### config.mk
export PLATFORM = sky130hd
export DESIGN_NAME = pool1_buf_sched
export DESIGN_NICKNAME = d
export VERILOG_FILES = /design/src/rtl/pool1_buf_sched.sv
export SDC_FILE = /design/constraint.sdc
export NUM_CORES = 1
export LEC_CHECK = 0
export BUFFER_PORTS_ARGS = -buffer_cell sky130_fd_sc_hd__buf_4
export CORE_MARGIN = 5
export CORE_UTILIZATION = 55
export CTS_CLUSTER_DIAMETER = 200
export DETAILED_ROUTE_END_ITERATION = 10
export HOLD_SLACK_MARGIN = 0.05
export PLACE_DENSITY_LB_ADDON = 0.25
export SETUP_SLACK_MARGIN = 0.2
export SYNTH_ARGS = -nofsm -noshare
export SYNTH_HDL_FRONTEND = slang
export SYNTH_SLANG_ARGS = --single-unit
### constraint.sdc
create_clock -name clk_in -period 8.7 [get_ports clk_in]
set_input_delay 0.87 -clock clk_in [delete_from_list [all_inputs] [get_ports clk_in]]
set_output_delay 0.87 -clock clk_in [all_outputs]
set_load 0.01 [all_outputs]
### src/rtl/pool1_buf_sched.sv
// pool1_buf_sched: schedules pool1 write bursts into the MEM_HEIGHT-row ring and conv2 read passes.
// Define POOL1_SCHED_PERF_EN to build the producer stall counter; otherwise stall_cnt is tied to 0.

module pool1_buf_sched #(
    parameter int unsigned LENGTH     = 48,
    parameter int unsigned HEIGHT     = 126,
    parameter int unsigned MEM_HEIGHT = 6,
    parameter int unsigned FILTER     = 5,
    parameter int unsigned STRIDE     = 2,
    parameter int unsigned STRIDE_IN  = 2,
    parameter int unsigned CH_PAR     = 4,
    parameter int unsigned CW         = 8
) (
    input  logic          clk_in,
    input  logic          rst_n,
    input  logic          frame_start,
    input  logic          in_valid,
    output logic          in_ready,
    output logic          wr_start,
    output logic          wr_busy,
    output logic          rd_start,
    input  logic          rd_done,
    output logic [CW-1:0] rd_row,
    output logic          frame_done,
    output logic          err,
    output logic [15:0]   stall_cnt
);

    localparam int unsigned BEAT_W = (CH_PAR > 1) ? $clog2(CH_PAR) : 1;
    localparam int unsigned XW     = CW + 1;

    typedef enum logic       {F_IDLE, F_RUN} f_state_t;
    typedef enum logic [1:0] {W_IDLE, W_START, W_BEAT, W_GAP} w_state_t;
    typedef enum logic [1:0] {R_IDLE, R_ISSUE, R_WAIT} r_state_t;

    f_state_t          f_state;
    w_state_t          w_state;
    r_state_t          r_state;
    logic [BEAT_W-1:0] beat_cnt;
    logic [CW-1:0]     wr_col;
    logic [CW-1:0]     wr_row;
    logic [CW-1:0]     rows_written;
    logic [CW-1:0]     rd_base;

    logic [XW-1:0]     room_c;
    logic [XW-1:0]     rd_end_c;
    logic [CW-1:0]     rd_base_nxt_c;
    logic              rd_last_c;
    logic              rd_elig_c;

    // Ring-space and pass-eligibility decisions use registered counters only.
    assign room_c        = {1'b0, wr_row} + XW'(STRIDE_IN) - {1'b0, rd_base};
    assign rd_end_c      = {1'b0, rd_base} + XW'(FILTER);
    assign rd_base_nxt_c = rd_base + CW'(STRIDE);
    assign rd_last_c     = ({1'b0, rd_base_nxt_c} + XW'(FILTER)) > XW'(HEIGHT);
    assign rd_elig_c     = (f_state == F_RUN) && (r_state == R_IDLE)
                         && (rd_end_c <= XW'(HEIGHT))
                         && ({1'b0, rows_written} >= rd_end_c);

    assign in_ready = (f_state == F_RUN) && (w_state == W_IDLE)
                    && (wr_row < CW'(HEIGHT))
                    && (room_c <= XW'(MEM_HEIGHT));
    assign rd_row   = rd_base;

    always_ff @(posedge clk_in or negedge rst_n) begin
        if (!rst_n) begin
            f_state      <= F_IDLE;
            w_state      <= W_IDLE;
            r_state      <= R_IDLE;
            beat_cnt     <= '0;
            wr_col       <= '0;
            wr_row       <= '0;
            rows_written <= '0;
            rd_base      <= '0;
            wr_start     <= 1'b0;
            wr_busy      <= 1'b0;
            rd_start     <= 1'b0;
            frame_done   <= 1'b0;
            err          <= 1'b0;
        end else begin
            wr_start   <= 1'b0;
            rd_start   <= 1'b0;
            frame_done <= 1'b0;

            // Write burst: start pulse, CH_PAR beats, one idle gap cycle.
            case (w_state)
                W_IDLE: begin
                    if (in_valid && in_ready) begin
                        w_state  <= W_START;
                        wr_start <= 1'b1;
                    end
                end
                W_START: begin
                    w_state  <= W_BEAT;
                    wr_busy  <= 1'b1;
                    beat_cnt <= '0;
                end
                W_BEAT: begin
                    if (beat_cnt == BEAT_W'(CH_PAR - 1)) begin
                        w_state <= W_GAP;
                        wr_busy <= 1'b0;
                        if (wr_col > CW'(LENGTH - STRIDE_IN - 1)) begin
                            wr_col       <= '0;
                            wr_row       <= wr_row + CW'(STRIDE_IN);
                            rows_written <= rows_written + CW'(STRIDE_IN);
                        end else begin
                            wr_col <= wr_col + CW'(STRIDE_IN);
                        end
                    end else begin
                        beat_cnt <= beat_cnt + BEAT_W'(1);
                    end
                end
                W_GAP:   w_state <= W_IDLE;
                default: w_state <= W_IDLE;
            endcase

            // Read pass: issue, then wait for conv2 to release the window.
            case (r_state)
                R_IDLE: begin
                    if (rd_elig_c) begin
                        r_state  <= R_ISSUE;
                        rd_start <= 1'b1;
                    end
                end
                R_ISSUE: r_state <= R_WAIT;
                R_WAIT: begin
                    if (rd_done) begin
                        r_state <= R_IDLE;
                        rd_base <= rd_base_nxt_c;
                        if (rd_last_c) begin
                            frame_done <= 1'b1;
                            f_state    <= F_IDLE;
                        end
                    end
                end
                default: r_state <= R_IDLE;
            endcase

            if (rd_done && (r_state != R_WAIT)) begin
                err <= 1'b1;
            end

            // Frame arming; a restart attempt while running is a protocol error.
            if (frame_start) begin
                if (f_state == F_IDLE) begin
                    f_state      <= F_RUN;
                    wr_col       <= '0;
                    wr_row       <= '0;
                    rows_written <= '0;
                    rd_base      <= '0;
                end else begin
                    err <= 1'b1;
                end
            end
        end
    end

`ifdef POOL1_SCHED_PERF_EN
    logic [15:0] stall_q;

    // Saturating count of cycles the producer waits while a frame runs.
    always_ff @(posedge clk_in or negedge rst_n) begin
        if (!rst_n) begin
            stall_q <= '0;
        end else if (frame_start && (f_state == F_IDLE)) begin
            stall_q <= '0;
        end else if ((f_state == F_RUN) && in_valid && !in_ready && (stall_q != 16'hFFFF)) begin
            stall_q <= stall_q + 16'd1;
        end
    end

    assign stall_cnt = stall_q;
`else
    assign stall_cnt = '0;
`endif

endmodule

; Word level (Yosys, flattened, before mapping)
; Cells that the tools add are included.
; Widths: inputs -> output; s select.
[totals]
ff_bits = 44
in_bits = 5
[op_classes]
n_addsub = 9
magnitude_cmp = 6
eq_ne = 12
n_mux = 44
reduce_logical = 15
[op_table]
columns = operator, n
row1 = $mux 8, 19
row2 = $add 8x2->8 const B, 4
row3 = $add 8x3->9 const B, 2
row4 = $mux 1, 16
row5 = $mux 2, 5
row6 = $ne 2x2->1 const B, 5
row7 = $add 8x2->9 const B, 1
row8 = $ge 8x9->1, 1
row9 = $gt 9x7->1 const B, 1
row10 = $le 9x3->1 const B, 1
row11 = $le 9x7->1 const B, 1
row12 = $sub 9x8->9, 1
row13 = $eq 2x2->1 const B, 4
row14 = $gt 8x6->1 const B, 1
row15 = $logic_and 1x1->1, 8
row16 = $lt 8x7->1 const B, 1
row17 = $pmux 2 s4, 1
row18 = $reduce_and 2->1, 4
row19 = $pmux 2 s3, 1
row20 = $eq 2x1->1 const B, 2
row21 = $logic_not 2->1, 2
row22 = $pmux 2 s2, 1
row23 = $add 2x1->2 const B, 1
row24 = $ne 2x1->1 const B, 1
row25 = other kinds (2), 2

; Logic depth before layout (Yosys ltp)
; Gate-level depths: netlist (run 1).
[depth]
word_depth = 8
ltp_mapped = 11

; Worst setup path before layout (run 1)
; Ideal clock, no wire load.
[synth_path]
kind = reg-to-output
from = register rd_base[2] (netlist: rd_row[2])
to = output port in_ready
arrival_time_ns = 2.647
slack_ns = 5.183
stages_incl_launch_ff = 11
n_path_buf = 1
path_cell_list = dfrtp_1 -> clkbuf_1 -> inv_1 -> ha_1 -> inv_1 -> fa_1 -> nand2b_4 -> a2111oi_2 -> o21ai_1 -> a211oi_2 -> and3_2
[synth_via]
elab_chain_len = 3
[synth_lines]
columns = element, line_no
row1 = start: declaration, 43  ; logic [CW-1:0] rd_base;
row2 = start signal: assignment, 129  ; rd_base <= rd_base_nxt_c;
row3 = $sub 9x8->9, 52  ; assign room_c = {1'b0, wr_row} + XW'(STRIDE_IN) - {1'b0, rd_base};
row4 = $le 9x3->1, 62  ; && (room_c <= XW'(MEM_HEIGHT));
row5 = $logic_and 1x1->1, 62
row6 = end: declaration, 18  ; output logic in_ready,
; No other way between the ends.

; Worst setup path in the final report (run 1)
; Same ends and word-level chain as after synthesis.

==> results.ini, run 1 <==
[run_status]
status = finished, final reports clean

[synth]
synth_simple_gate_area_share_pct = 19.20
synth-seq-cells = 40
yosys_warnings = 0
synth_edf_count = 0
synth_top_area_share_pct = 35.15
syn_area_um2 = 2848
yosysSeqAreaShare_pct = 35.15
yosysUniqueCellTypes = 53
synthArstFlopShare_pct = 100.0
synth.area.mux_share_pct = 0.3954
synth_top_family_by_area = simple AND/OR/NAND/NOR gates
avgSynthCellArea_um2 = 9.127
synthTopCellsByArea = dfrtp_1 (35%), ha_1 (14%), xnor2_1 (6.2%)
synth_ff_type = dfrtp_1
synthXorXnorAreaFrac_pct = 9.227
post-synth-top-area-cell = dfrtp_1
netlist_instances = 312
synth-compound-area-share_pct = 13.49
synthAdderAreaFrac_pct = 14.32

[critical_path]
cpMostUsedCell = inv_1
critPathLaunchType = register
cp_slowest_cell = dfrtp_1
crit_path_max_incr_delay_ns = 0.55
critical-path-top-delay-family = adder cells
worstPathRequired_ns = 7.83
cp.arrival_ns = 3.04
path_cells = inv_1 -> ha_1 -> inv_1 -> fa_1 -> nand2b_4 -> a2111oi_2 -> o21ai_1 -> a211oi_2 -> and3_2 -> buf_4
setup.worst_path.end_class = output pin
crit_path_max_fanout = 11
critPathBufInv = 3
worstSetupPathType = register to output pin

[floorplan]
start_util_pct = 56.11
die_area_um2 = 6717
die_h_um = 81.96
die_w_um = 81.96
core_um2 = 5075
num_rows = 26
io_pins = 35

[placed_design]
dp_hpwl_um = 4082
io_buffers = 17
place_area_um2 = 2960
gp_congestion = 0.7996

[cts]
cts_tree = done
post_cts_buffers = 0
clk_path_buf_depth = 2
cts-resized-gates = 0
holdBufCountCts = 0
numClockSinks = 40
cts_made_buffers = 5
clk_pin_slew_ns = 0.09
htreeDepth = 2
clock-root-buffer = clkbuf_8
clk_latency_ns = 0.29

[grt]
busiest_layer = met2
antenna_found_initial = 0
grtUsageMet1_pct = 22.80
grt_max_degree = 41
grt_pass1_wl_um = 9128
use_met3_pct = 3.180
gr-usage-met2_pct = 29.81
grt_pass1_vias = 1998
grt-ovfl-total = 0
groute.usage.overall_pct = 17.42

[drt]
drcViolationCount = 0
detail_route.wl_per_cell_um = 13.45
dr.pass1.iters = 4
antenna_left = 0
vias_per_cell = 5.291
drt_iter0_markers = 79
dr_total_vias = 2111
detail_route.wirelength_um = 5366

[cells_and_area]
mostFrequentLayoutCells = dfrtp_1 (40), ha_1 (31), nor2_1 (30)
syn2layout_area_growth_pct = 7.997
drive_gt1_share_pct = 10.64
stdcell_area_um2 = 3075
n_antenna_cell = 0
final_common_cell = dfrtp_1
nNetsFinal = 365
postLayoutCoreUtil_pct = 60.60

[timing]
finalHoldViolCount = 0
fin_crit_sh_pct = 44.91
fin_crit_ns = 3.907
setup_viol = 0
max_slew_margin_pct = 63.69
rsz0062_at_grt = no
final.setup.tns_ns = 0
slew_violations = 0
fmax_ghz = 0.2559
tightest_slew_ns = 0.5309
skew_ns = 0.007114

[power]
p_leak_nw = 1.464
finalPower_mw = 0.9547
peakVddDrop_mv = 0.2379
powerDensity_nw_per_um2 = 310.4

[min_path]
hold_path_class = register to register

[run]
drv_cap = 0

logic make-up (layout without fill, tap and decap cells):
| kind of cell | Yosys count | count (layout) |
|---|---|---|
| AND/OR/NAND/NOR | 110 | 110 |
| XOR/XNOR | 30 | 30 |
| adder cells (fa/ha/maj) | 32 | 32 |
| multiplexers | 1 | 1 |
| buffers and inverters | 41 | 42 |
| flip-flops | 40 | 40 |
| AO/OA/AOI/OAI | 57 | 57 |
| other | 1 | 17 |
registers in the layout, indices dropped and copies added (netlist names):
register      cells
wr_row            7
rd_start          1
beat_cnt          2
wr_busy           1
frame_done        1
w_state           2
r_state           2
err               1
wr_col            7
wr_start          1
rd_row            7
rows_written      7
f_state           1
routing by layer:
metal	routed length (um)	vias up
li1	-	1075
met1	2562	999
met4	52	0
met5	0	-
met2	2563	32
met3	187	5
synthesized netlist by cell type, types with 2 or more instances:
library cell,number
dfrtp_1,40
nor3_1,3
inv_1,16
and3_1,2
nand2_1,26
o21ai_1,2
nand3_1,13
a41oi_1,2
ha_1,31
xnor2_1,20
nand4_1,4
xor2_1,10
o2111ai_1,2
or3_1,6
nor2_1,30
o21ai_0,10
buf_2,4
nand2b_1,4
a211o_1,2
a21o_1,4
clkbuf_1,3
and2_1,5
nor3b_1,3
nor2b_1,5
a21oi_1,17
buf_4,17
o21a_1,3
o22ai_1,3
final cells by class:
cell class                      count  area, um2
Tap cell                           70      87.58
Inverter                           16      60.06
Clock inverter                      3      46.29
Multi-Input combinational cell    247       1677
Timing Repair Buffer               18      135.1
Clock buffer                        5      68.82
Fill cell                         442       1999
Sequential cell                    40       1001
path summary, 6_finish.rpt:
check / startpoint / endpoint / slack (ns) / depth (start not counted)
max: rd_row[2] / in_ready / 4.79 / 10
min: err / err / 0.49 / 1
max reg2reg: rd_row[2] / w_state[1] / 5.77 / 10
min reg2reg: err / err / 0.49 / 1
max in group asynchronous: rst_n / rows_written[1] / 7.79 / 1
min in group asynchronous: rst_n / rd_row[3] / 0.53 / 1
through the flow:
stage          worst slack, ns  std cells  hold slack (ns)
6_report                 4.793        399           0.4926
3_3_place_gp             5.145        391           0.4714
5_1_grt                  4.587        399           0.5305
2_1_floorplan            5.183        328           0.4675
3_5_place_dp             5.109        391           0.4725
4_1_cts                  4.764        399           0.4985
report_power, final:
part | internal, mW | total, mW | switching [mW]
Sequential | 0.231 | 0.290 | 0.0592
Combinational | 0.239 | 0.506 | 0.267
Clock | 0.0865 | 0.159 | 0.0725
(Power assumes the default switching activity.)
==> inputs of run 2 (changes only) <==
==> constraint.sdc (replaced) <==
create_clock -name clk_in -period 3.9 [get_ports clk_in]
set_input_delay 0.39 -clock clk_in [delete_from_list [all_inputs] [get_ports clk_in]]
set_output_delay 0.39 -clock clk_in [all_outputs]
set_load 0.01 [all_outputs]
==> run 2 against run 1 <==
- wire length is 0.17% lower
- core utilization is 0.42 points lower
- first-iteration DRC count is 24% higher
- flip-flop and latch count stayed put
- critical endpoint unchanged
- sequential share of layout area is 0.23 points higher
- global-route usage is 0.58 points higher
- cell area is 0.69% lower
==> results.ini, run 2 (synthesis gave the netlist of run 1 again) <==
[run_status]
status = finished, final reports clean

[drt]
detail_route.wl_per_cell_um = 13.43
drcViolationCount = 0
dr_total_vias = 2174
detail_route.wirelength_um = 5357
vias_per_cell = 5.449
drt_iter0_markers = 98
antenna_left = 0
dr.pass1.iters = 4

[critical_path]
cp.arrival_ns = 3.04
r2r_cells = 10
rrSetupSlack_ns = 0.96
worstPathRequired_ns = 3.51
cp_slowest_cell = dfrtp_1
crit_start = rd_row[2]
worstSetupPathType = register to output pin
critPathLaunchType = register
crit_path_max_incr_delay_ns = 0.54
r2r-end = w_state[1]
endpoint = in_ready
cpMostUsedCell = inv_1
path_cells = inv_1 -> ha_1 -> inv_1 -> fa_1 -> nand2b_4 -> a2111oi_2 -> o21ai_1 -> a211oi_2 -> and3_2 -> buf_4
setup.worst_path.end_class = output pin
crit_path_max_fanout = 11
r2r-start = rd_row[2]

[grt]
busiest_layer = met2
grt_pass1_wl_um = 9384
use_met3_pct = 3.289
gr-usage-met2_pct = 31.74
grt_max_degree = 41
grt_pass1_vias = 2107
grt-ovfl-total = 0
antenna_found_initial = 0
groute.usage.overall_pct = 18.00
grtUsageMet1_pct = 22.61

[cts]
clock-root-buffer = clkbuf_8
clk_path_buf_depth = 2
post_cts_buffers = 0
holdBufCountCts = 0
numClockSinks = 40
cts_tree = done
clk_latency_ns = 0.29
cts_made_buffers = 5
clk_pin_slew_ns = 0.08
cts-resized-gates = 0
htreeDepth = 2

[floorplan]
die_h_um = 81.96
core_um2 = 5075
io_pins = 35
die_area_um2 = 6717
num_rows = 26
start_util_pct = 56.11
die_w_um = 81.96

[power]
p_leak_nw = 1.454
finalPower_mw = 2.066
powerDensity_nw_per_um2 = 676.5
peakVddDrop_mv = 0.6293

[placed_design]
gp_congestion = 0.8042
dp_hpwl_um = 4116
io_buffers = 17

[timing]
fin_crit_sh_pct = 87.87
fin_crit_ns = 3.427
slew_violations = 0
max_slew_margin_pct = 30.72
fmax_ghz = 0.2918
holdWs_ns = 0.06412
tightest_slew_ns = 1.037
setup_viol = 0
rsz0062_at_grt = no
finalHoldViolCount = 0
skew_ns = 0.008420
final.setup.tns_ns = 0

[cells_and_area]
final_common_cell = dfrtp_1
drive_gt1_share_pct = 10.33
n_antenna_cell = 0
n_fill_cell = 461
nNetsFinal = 365
mostFrequentLayoutCells = dfrtp_1 (40), ha_1 (31), nor2_1 (30)
syn2layout_area_growth_pct = 7.250

[run]
drv_cap = 0

[min_path]
hold_path_class = input port to asynchronous set/reset pin

==> run 2: worst min-delay path by stage <==
stage	to	slack, ns	cells past startpoint
after floorplan	beat_cnt[0]	0.09	0
after global placement	rd_row[5]	0.40	1
after detailed placement	rd_row[5]	0.40	1
after CTS	rd_row[5]	0.08	1
after global routing	rd_row[5]	0.11	1
final	rd_row[5]	0.06	1
==> run 2: per-stage QoR <==
step / cells / worst slack (ns) / cell area (um2) / utilization, %
final: 399 / 0.4730 / 3054 / 60.18
after detailed placement: 391 / 0.7723 / 2960 / 58.33
after global placement: 391 / 0.8247 / 2960 / 58.33
after floorplan: 328 / 0.8633 / 2908 / -
after global routing: 399 / 0.2488 / 3054 / 60.18
after CTS: 399 / 0.4464 / 3054 / 60.18
==> run 2: where the power goes <==
| part | internal (mW) | switching [mW] |
|---|---|---|
| combinational | 0.533 | 0.597 |
| clock | 0.144 | 0.147 |
| sequential | 0.515 | 0.130 |
| total | 1.19 | 0.874 |
==> run 2: layer usage <==
layer | up-vias | share of wire [%]
met2 | 39 | 48
li1 | 1073 | -
met1 | 1056 | 45
met4 | 0 | 1.3
met5 | - | 0
met3 | 6 | 5.1
==> run 2: area by class of cell <==
class	count	area (um2)	area share (%)
Sequential cell	40	1001	32.77
Tap cell	70	87.58	2.868
Inverter	16	60.06	1.966
Clock buffer	7	86.33	2.827
Timing Repair Buffer	18	135.1	4.424
Multi-Input combinational cell	247	1677	54.90
Clock inverter	1	7.507	0.2458
==> run 2: critical path, delay by kind of cell (launching register included) <==
kind | cells | cell delay (ns)
compound gates | 3 | 0.76
fa+ha+maj | 2 | 0.74
flops | 1 | 0.54
simple gates | 2 | 0.37
buf+inv | 3 | 0.34
==> inputs of run 3 (changes only) <==
==> constraint.sdc (replaced) <==
create_clock -name clk_in -period 3.31 [get_ports clk_in]
set_input_delay 0.331 -clock clk_in [delete_from_list [all_inputs] [get_ports clk_in]]
set_output_delay 0.331 -clock clk_in [all_outputs]
set_load 0.1 [all_outputs]
==> run 3 against run 2 <==
- flip-flop and latch count unchanged
- core utilization up 4.0 points
- wire length up 3.1%
- worst setup slack worse by 0.19 ns
- cell count up 2.0%
- count of clock-buffer cells in the layout down 1
- clock power up 45%
- cell area up 6.7%
- hold slack better by 0.21 ns
- die area unchanged
==> results.ini, run 3 (synthesis gave the netlist of run 1 again) <==
[critical_path]
worstPathRequired_ns = 2.98
worstSetupPathType = register to output pin
critPathLaunchType = register
crit_path_max_fanout = 3
cp.arrival_ns = 2.69
setup.worst_path.end_class = output pin

[grt]
grt_pass1_wl_um = 9563
grt_pass1_vias = 2132
antenna_found_initial = 0
grt-ovfl-total = 0
groute.usage.overall_pct = 18.52
grt_max_degree = 41

[cts]
clk_latency_ns = 0.29
clk_pin_slew_ns = 0.08
cts_made_buffers = 5
numClockSinks = 40
clk_path_buf_depth = 2
cts_tree = done
clock-root-buffer = clkbuf_8
htreeDepth = 2

[drt]
dr.pass1.iters = 4
drcViolationCount = 0
detail_route.wirelength_um = 5524
vias_per_cell = 5.302
detail_route.wl_per_cell_um = 13.57
drt_iter0_markers = 98
dr_total_vias = 2158
antenna_left = 0

[floorplan]
core_um2 = 5075
num_rows = 26
io_pins = 35
start_util_pct = 56.11
die_area_um2 = 6717
die_w_um = 81.96
die_h_um = 81.96

[cells_and_area]
stdcell_area_um2 = 3258
stdcell_count = 407
postLayoutCoreUtil_pct = 64.20
mostFrequentLayoutCells = dfrtp_1 (32), nor2_1 (30), ha_1 (27)
nNetsFinal = 373
n_antenna_cell = 0
syn2layout_area_growth_pct = 14.41
drive_gt1_share_pct = 17.51
final_common_cell = dfrtp_1

[run]
drv_cap = 0

[placed_design]
gp_congestion = 0.7783
io_buffers = 17
dp_hpwl_um = 4088
post-place-cells = 391
place_area_um2 = 3008
pre_cts_slack_ns = 0.2317

[timing]
fin_crit_sh_pct = 91.35
finalHoldViolCount = 0
final.setup.tns_ns = 0
fin_crit_ns = 3.024
rsz0062_at_grt = yes
slew_violations = 0
fmax_ghz = 0.3307
setup_slack_ns = 0.2863
setup_viol = 0
max_slew_margin_pct = 62.19
skew_ns = 0.005439
holdWs_ns = 0.2712
tightest_slew_ns = 0.5659

[power]
power_switching_mw = 1.363
finalPower_mw = 3.020
p_clk_share_pct = 14.0
p_sw_share_pct = 45.13
p_leak_nw = 1.508
p_seq_share_pct = 24.8
powerDensity_nw_per_um2 = 926.8
peakVddDrop_mv = 0.8057
p_int_mw = 1.657
power_frac_comb_pct = 61.2

[run_status]
status = finished, final reports clean

[min_path]
hold_path_class = input port to register

## run 3: routing by layer
metal,wire length [um],GRT usage [%]
met1,2455,23.11
met2,2728,31.74
met3,249,3.838
met4,91,6.146
met5,0,0
## run 3: final timing paths
check | start | end | slack (ns) | depth (start not counted)
hold reg to reg | err | err | 0.50 | 1
setup / recovery | rd_row[2] | in_ready | 0.29 | 10
min in group asynchronous | rst_n | rd_row[7] | 0.56 | 2
hold / removal | rd_done | r_state[1] | 0.27 | 2
max in group asynchronous | rst_n | rd_row[2] | 2.35 | 2
setup reg to reg | rd_row[7] | w_state[1] | 0.71 | 10
## run 3: cell type report
class / count / area (um2)
fill: 427 / 1817
multi-input combinational: 247 / 1758
sequential: 40 / 1018
timing repair buffer: 26 / 210.2
tap: 70 / 87.58
clock buffer: 6 / 82.58
inverter: 16 / 62.56
clock inverter: 2 / 38.79
## run 3: timing repair
item,4_1_cts,5_1_grt
endpoints found under the setup margin,1,1
resized for setup,9,5
hold buffers,1,0
pin swaps,1,3
setup buffers,3,4
endpoints found under the hold margin,40,0
## run 3: worst max-delay path, stage by stage (launching register included)
cell,delay (ns)
dfrtp_4,0.50
inv_4,0.08
ha_4,0.19
inv_1,0.06
fa_2,0.43
nand2b_4,0.16
a2111oi_4,0.27
o21ai_1,0.13
a211oi_2,0.18
and3_4,0.23
buf_12,0.17
## run 3: power groups by stage
stage | clock network, mW | registers, mW | logic (mW)
2_1_floorplan | 0 | 0.909 | 1.25
3_3_place_gp | 0 | 0.778 | 1.60
3_5_place_dp | 0 | 0.783 | 1.64
4_1_cts | 0.439 | 0.756 | 1.77
5_1_grt | 0.459 | 0.769 | 2.04
6_report | 0.423 | 0.749 | 1.85
